--- config.mk ---
export PLATFORM = sky130hd
export DESIGN_NAME = pid_plant_spi_slave_flat
export DESIGN_NICKNAME = d
export VERILOG_FILES = /design/src/rtl/pid_plant_spi_slave_if.sv /design/src/rtl/pid_plant_spi_slave.sv /design/src/flat_wrapper.sv
export SDC_FILE = /design/constraint.sdc
export NUM_CORES = 1
export LEC_CHECK = 0
export BUFFER_PORTS_ARGS = -buffer_cell sky130_fd_sc_hd__buf_2
export CELL_PAD_IN_SITES_DETAIL_PLACEMENT = 1
export CELL_PAD_IN_SITES_GLOBAL_PLACEMENT = 2
export CORE_ASPECT_RATIO = 1.5
export CORE_MARGIN = 2
export CORE_UTILIZATION = 32
export DETAILED_ROUTE_END_ITERATION = 12
export GPL_ROUTABILITY_DRIVEN = 0
export PLACE_DENSITY_LB_ADDON = 0.1
export SLEW_MARGIN = 25
export SYNTH_ARGS = -nofsm -noshare
export SYNTH_HDL_FRONTEND = slang
export SYNTH_SLANG_ARGS = --single-unit
--- constraint.sdc ---
create_clock -name clk -period 2.94 [get_ports clk]
set_clock_uncertainty 0.15 [all_clocks]
set_input_delay 0.147 -clock clk [delete_from_list [all_inputs] [get_ports clk]]
set_output_delay 0.147 -clock clk [all_outputs]
set_load 0.03 [all_outputs]
--- src/rtl/pid_plant_spi_slave_if.sv ---
// Plant-side SPI bus: one shared sck, separate selects for PV reads and stimulus writes.
interface pid_plant_spi_slave_if;
    logic sck;
    logic in_cs_n;
    logic out_cs_n;
    logic mosi;
    logic miso;

    modport master (output sck, in_cs_n, out_cs_n, mosi, input miso);
    modport slave  (input sck, in_cs_n, out_cs_n, mosi, output miso);
endinterface

--- src/rtl/pid_plant_spi_slave.sv ---
// SPI responder holding a first-order plant model: serves PV reads, accepts stimulus writes,
// and steps PV toward the stimulus after each accepted write.
//
// state     | meaning
// RD_IDLE   | no PV read frame active
// RD_SHIFT  | PV read frame active, shifting tx out on miso
// WR_IDLE   | no stimulus write frame active
// WR_SHIFT  | stimulus write frame active, shifting mosi into rx
// WR_ABORT  | write frame killed by a collision, waiting for out_cs_n to rise
module pid_plant_spi_slave #(
    parameter int WIDTH       = 4,
    parameter int SHIFT       = 1,
    parameter int SYNC_STAGES = 2
) (
    input  logic                 clk,
    input  logic                 reset,
    pid_plant_spi_slave_if.slave bus,
    input  logic [WIDTH-1:0]     pv_init,
    output logic [WIDTH-1:0]     pv,
    output logic [WIDTH-1:0]     stim,
    output logic                 rd_done,
    output logic                 wr_done,
    output logic                 err
);

    localparam int CW = $clog2(WIDTH + 2);
    localparam logic [CW-1:0] CNT_FULL = CW'(WIDTH);
    localparam logic [CW-1:0] CNT_SAT  = CW'(WIDTH + 1);

    localparam logic [0:0] RD_IDLE  = 1'b0;
    localparam logic [0:0] RD_SHIFT = 1'b1;
    localparam logic [1:0] WR_IDLE  = 2'd0;
    localparam logic [1:0] WR_SHIFT = 2'd1;
    localparam logic [1:0] WR_ABORT = 2'd2;

    logic [SYNC_STAGES-1:0] sck_sync, in_sync, out_sync, mosi_sync;
    logic sck_s, in_s, out_s, mosi_s;
    logic sck_q, in_q, out_q;
    logic sck_rise, in_fall, in_rise, out_fall, out_rise;

    logic [0:0]       rd_state;
    logic [1:0]       wr_state;
    logic [CW-1:0]    rd_cnt, wr_cnt;
    logic [WIDTH-1:0] tx, rx;
    logic             collision, rd_bad, wr_bad;
    logic signed [WIDTH:0] diff, step;

    // Selects reset to "asserted" so a frame left running across reset never shows a falling
    // edge; it is ignored until its select returns high.
    always_ff @(posedge clk) begin
        if (reset) begin
            sck_sync  <= '1;
            in_sync   <= '0;
            out_sync  <= '0;
            mosi_sync <= '0;
            sck_q     <= 1'b1;
            in_q      <= 1'b0;
            out_q     <= 1'b0;
        end else begin
            sck_sync  <= {sck_sync[SYNC_STAGES-2:0], bus.sck};
            in_sync   <= {in_sync[SYNC_STAGES-2:0], bus.in_cs_n};
            out_sync  <= {out_sync[SYNC_STAGES-2:0], bus.out_cs_n};
            mosi_sync <= {mosi_sync[SYNC_STAGES-2:0], bus.mosi};
            sck_q     <= sck_s;
            in_q      <= in_s;
            out_q     <= out_s;
        end
    end

    assign sck_s    = sck_sync[SYNC_STAGES-1];
    assign in_s     = in_sync[SYNC_STAGES-1];
    assign out_s    = out_sync[SYNC_STAGES-1];
    assign mosi_s   = mosi_sync[SYNC_STAGES-1];
    assign sck_rise = sck_s & ~sck_q;
    assign in_fall  = in_q & ~in_s;
    assign in_rise  = ~in_q & in_s;
    assign out_fall = out_q & ~out_s;
    assign out_rise = ~out_q & out_s;

    // Both-low only counts once some frame is involved, so the post-reset select state is not a collision.
    assign collision = ~in_s & ~out_s &
                       ((rd_state == RD_SHIFT) || (wr_state != WR_IDLE) || in_fall || out_fall);
    assign rd_bad    = (rd_state == RD_SHIFT) && in_rise && (rd_cnt != CNT_FULL);
    assign wr_bad    = (wr_state == WR_SHIFT) && out_rise && (wr_cnt != CNT_FULL);

    always_ff @(posedge clk) begin
        if (reset) begin
            rd_state <= RD_IDLE;
            rd_cnt   <= '0;
            tx       <= '0;
            rd_done  <= 1'b0;
        end else begin
            rd_done <= 1'b0;
            case (rd_state)
                RD_IDLE: begin
                    if (in_fall) begin
                        tx       <= pv;
                        rd_cnt   <= '0;
                        rd_state <= RD_SHIFT;
                    end
                end
                default: begin
                    if (in_rise) begin
                        rd_state <= RD_IDLE;
                        rd_done  <= (rd_cnt == CNT_FULL);
                    end else if (sck_rise) begin
                        tx <= {tx[WIDTH-2:0], 1'b0};
                        if (rd_cnt != CNT_SAT) rd_cnt <= rd_cnt + 1'b1;
                    end
                end
            endcase
        end
    end

    assign bus.miso = (rd_state == RD_SHIFT) && (rd_cnt < CNT_FULL) && tx[WIDTH-1];

    always_ff @(posedge clk) begin
        if (reset) begin
            wr_state <= WR_IDLE;
            wr_cnt   <= '0;
            rx       <= '0;
            stim     <= '0;
            wr_done  <= 1'b0;
        end else begin
            wr_done <= 1'b0;
            case (wr_state)
                WR_IDLE: begin
                    if (out_fall) begin
                        rx       <= '0;
                        wr_cnt   <= '0;
                        wr_state <= collision ? WR_ABORT : WR_SHIFT;
                    end
                end
                WR_SHIFT: begin
                    if (collision) begin
                        wr_state <= WR_ABORT;
                    end else if (out_rise) begin
                        wr_state <= WR_IDLE;
                        if (wr_cnt == CNT_FULL) begin
                            stim    <= rx;
                            wr_done <= 1'b1;
                        end
                    end else if (sck_rise) begin
                        rx <= {rx[WIDTH-2:0], mosi_s};
                        if (wr_cnt != CNT_SAT) wr_cnt <= wr_cnt + 1'b1;
                    end
                end
                default: begin
                    if (out_rise) wr_state <= WR_IDLE;
                end
            endcase
        end
    end

    // Arithmetic shift floors toward -inf; a zero step is forced to +/-1 so pv always lands on stim.
    always_comb begin
        diff = $signed({1'b0, stim}) - $signed({1'b0, pv});
        step = diff >>> SHIFT;
        if (step == '0 && diff != '0)
            step = diff[WIDTH] ? {(WIDTH+1){1'b1}} : {{WIDTH{1'b0}}, 1'b1};
    end

    always_ff @(posedge clk) begin
        if (reset) begin
            pv  <= pv_init;
            err <= 1'b0;
        end else begin
            if (wr_done) pv <= WIDTH'({1'b0, pv} + step);
            if (collision || rd_bad || wr_bad) err <= 1'b1;
        end
    end

endmodule

--- src/flat_wrapper.sv ---
// flat-port wrapper written by rule: the top's interface ports become plain ports
module pid_plant_spi_slave_flat 
#(
    parameter int WIDTH       = 4,
    parameter int SHIFT       = 1,
    parameter int SYNC_STAGES = 2
)
  (clk, reset, pv_init, pv, stim, rd_done, wr_done, err, bus_sck, bus_in_cs_n, bus_out_cs_n, bus_mosi, bus_miso);
  pid_plant_spi_slave_if bus_i ();
  input  logic clk;
  input  logic reset;
  input  logic [WIDTH-1:0] pv_init;
  output logic [WIDTH-1:0] pv;
  output logic [WIDTH-1:0] stim;
  output logic rd_done;
  output logic wr_done;
  output logic err;
  input wire logic [$bits(bus_i.sck)-1:0] bus_sck;
  input wire logic [$bits(bus_i.in_cs_n)-1:0] bus_in_cs_n;
  input wire logic [$bits(bus_i.out_cs_n)-1:0] bus_out_cs_n;
  input wire logic [$bits(bus_i.mosi)-1:0] bus_mosi;
  output wire logic [$bits(bus_i.miso)-1:0] bus_miso;
  assign bus_i.sck = bus_sck;
  assign bus_i.in_cs_n = bus_in_cs_n;
  assign bus_i.out_cs_n = bus_out_cs_n;
  assign bus_i.mosi = bus_mosi;
  assign bus_miso = bus_i.miso;
  pid_plant_spi_slave #(.WIDTH(WIDTH), .SHIFT(SHIFT), .SYNC_STAGES(SYNC_STAGES)) u_core (.clk(clk), .reset(reset), .bus(bus_i), .pv_init(pv_init), .pv(pv), .stim(stim), .rd_done(rd_done), .wr_done(wr_done), .err(err));
endmodule
==> flow_metrics.env <==
export IMPL_fp_dieW_um=67.07
export IMPL_total_power_w=0.001614
export IMPL_routedWlPerCell_um=14.89
export IMPL_ys_seq_elements=39
export IMPL_cpPeakStageDelay_ns=0.43
export IMPL_ctsLongestPathBuffers=2
export IMPL_drc_errors=0
export IMPL_critPathArrivalTime_ns=2.78
export IMPL_rsz0062_at_grt="yes"
export IMPL_min_path_cells=2
export IMPL_ir_drop_mv=0.2492
export IMPL_nets=261
export IMPL_io_pins=22
export IMPL_core_area_um2=5786
export IMPL_via_per_inst=4.964
export IMPL_htree_levels=2
export IMPL_fmax_ghz=0.3465
export IMPL_wl_mm=4.600
export IMPL_rr_worst_depth=9
export IMPL_async_flop_share_pct=0
export IMPL_final_cell_area_um2=2313
export IMPL_grt_pass1_vias=1645
export IMPL_path_max_fanout=2
export IMPL_clockPowerShare_pct=21.5
export IMPL_crit_family="adder cells"
export IMPL_antenna_found_initial=0
export IMPL_syn_nets=228
export IMPL_maxCapViolations=0
export IMPL_ys_flop_type="dfxtp_1"
export IMPL_finalHoldViolations=0
export IMPL_post_route_worst_setup_slack_ns=0.05416
export IMPL_worstSetupPathType="reg2reg"
export IMPL_io_buffers=21
export IMPL_drtPass1Iterations=4
export IMPL_highest_layer="met4"
export IMPL_swShare_pct=33.85
export IMPL_vias=1534
export IMPL_drt_iter0_drc=52
export IMPL_cts_clk_slew_worst_paths_ns=0.07
export IMPL_hpwlAfterDp_mm=3.469
export IMPL_cp_num_cells=9
export IMPL_antenna_cells=0
export IMPL_overflow=0
export IMPL_drt_met1_wl_mm=1.782
export IMPL_whs_ns=0.02138
export IMPL_tightest_slew_ns=0.6411
export IMPL_clock_sinks=39
export IMPL_end_kind="flip-flop"
export IMPL_p_switching_w=0.0005465
export IMPL_wl_met3_um=104
export IMPL_slew_viol_final=0
export IMPL_cts_buffers_inserted=5
export IMPL_fp_dieArea_um2=6613
export IMPL_relSlewSlack_pct=57.20
export IMPL_pre_cts_slack_ns=-0.1776
export IMPL_path_cells="ha_4 > fa_2 > inv_2 > a21o_1 > a21oi_2 > o41ai_2 > ha_2 > fa_1 > mux2_2"
export IMPL_syn_inst=203
export IMPL_p_int_w=0.001068
export IMPL_tns_ns=0
export IMPL_yosysUniqueCellTypes=43
export IMPL_place_area_um2=2090
export IMPL_required_ns=2.83
export IMPL_status="complete, no violations"
export IMPL_fp_dieH_um=98.61
export IMPL_start_kind="flip-flop"
export IMPL_critPathBufInv=1
export IMPL_finalCritPeriodShare_pct=98.16
export IMPL_grt_max_degree=25
export IMPL_syn_to_final_growth_pct=21.17
export IMPL_seq_area_frac_synth_pct=42.99
export IMPL_fill_cells=689
export IMPL_synth_cell_area_um2=1909
export IMPL_grt_usage_pct=15.68
export IMPL_p_comb_share_pct=39.8
export IMPL_detail_route_antenna_nets=0
export IMPL_period_needed_ns=2.886
export IMPL_synth_yosys_warnings=0
export IMPL_clockRootBuffer="clkbuf_8"
export IMPL_met2_length_mm=2.600
export IMPL_num_rows=34
export IMPL_cts_tree="built"
export IMPL_synth_edf_count=4
export IMPL_grt_pass1_wl_mm=7.810
export IMPL_start_util_pct=33.00
export IMPL_power_frac_seq_pct=38.6
export IMPL_crit_path_top_delay_cell="edfxtp_1"
export IMPL_synth_avg_cell_area_um2=9.406
export IMPL_hold_path_class="in2reg"
export IMPL_post_route_cells_drive_above_1_share_pct=23.63
export IMPL_insertion_delay_ns=0.28
export IMPL_p_per_area_nw_per_um2=697.7
export IMPL_setup_viol_count_final=0
export IMPL_p_leak_nw=0.9877
kinds of logic after synthesis:
family	count (synthesis)	synth area share (%)
flip-flops	39	42.99
buffers and inverters	23	4.652
adder cells (fa/ha/maj)	15	10.62
AND/OR/NAND/NOR	78	23.07
XOR/XNOR	5	2.293
multiplexers	13	6.946
AO/OA/AOI/OAI	30	9.437
layer usage:
metal  vias up  GRT usage [%]
li1        755              -
met1       746          16.18
met2        25          29.25
met3         8          3.196
met4         0          6.750
met5         -              0
path summary, 6_finish.rpt:
check / from / to / slack (ns)
max: u_core.pv[0] / u_core.pv[1] / 0.05
min reg2reg: u_core.sck_sync[0] / u_core.sck_sync[1] / 0.26
max reg2reg: u_core.pv[0] / u_core.pv[1] / 0.05
min: pv_init[1] / u_core.pv[1] / 0.02
cell usage in the layout, fill, tap and decap left out, drive strengths merged, types with 3 or more instances in the layout:
master	count
a31oi	3
nand2b	4
nor2b	11
nor3	4
o21ai	8
nand3	3
mux2i	11
nand2	16
dfxtp	35
xnor2	5
nor2	21
clkbuf	6
a21oi	9
inv	16
or2	4
edfxtp	4
ha	13
dlygate4sd3	6
buf	28
a21o	5
synthesized netlist by cell type, types with 4 or more instances:
library cell / instances / area share, %
inv_1: 15 / 2.9
a21o_1: 5 / 2.0
nor2_1: 21 / 4.1
nand2_1: 16 / 3.1
o21ai_0: 7 / 1.8
xnor2_1: 5 / 2.3
or2_2: 4 / 1.3
edfxtp_1: 4 / 6.3
mux2i_1: 11 / 5.8
dfxtp_1: 35 / 37
clkbuf_1: 4 / 0.79
nor2b_1: 11 / 3.6
a21oi_1: 9 / 2.4
ha_1: 13 / 8.5
cell type report:
| cell class | instances | area [µm²] | area share (%) |
|---|---|---|---|
| clock buffers | 6 | 72.57 | 3.137 |
| clock inverters | 2 | 11.26 | 0.4867 |
| inverters | 15 | 56.30 | 2.434 |
| multi-input cells | 141 | 1040 | 44.94 |
| flip-flops and latches | 39 | 822.0 | 35.53 |
| well taps | 72 | 90.09 | 3.894 |
| repair buffers | 34 | 221.5 | 9.573 |
timing repair:
action,4_1_cts,5_1_grt
pin swaps,4,6
endpoints found under the setup margin,2,2
buffers inserted,3,2
endpoints found under the hold margin,6,0
hold buffers,6,0
gates resized for setup,6,6
sequential cells by signal (all words and copies together), names as in the netlist:
signal	flops
u_core.wr_state	2
u_core.rd_cnt	3
u_core.rd_state	1
u_core.wr_cnt	3
u_core.rd_done	1
u_core.rx	4
u_core.sck_q	1
u_core.sck_sync	2
u_core.in_sync	2
u_core.stim	4
u_core.pv	4
u_core.tx	4
u_core.err	1
u_core.wr_done	1
u_core.mosi_sync	2
u_core.in_q	1
u_core.out_sync	2
u_core.out_q	1
per-stage QoR:
stage / util [%] / std cells
after floorplan: - / 203
after global placement: 36.12 / 290
after detailed placement: 36.12 / 290
after CTS: 39.36 / 307
after global routing: 39.99 / 309
final: 39.99 / 309
power by group through the flow:
stage	clock network, W	registers [W]	logic [W]
floorplan	0	0.000688	0.000333
global placement	0	0.000640	0.000498
detailed placement	0	0.000644	0.000525
CTS	0.000366	0.000621	0.000606
global route	0.000387	0.000630	0.000708
finish	0.000348	0.000623	0.000643
No activity file was read; power rests on OpenSTA's default activity.
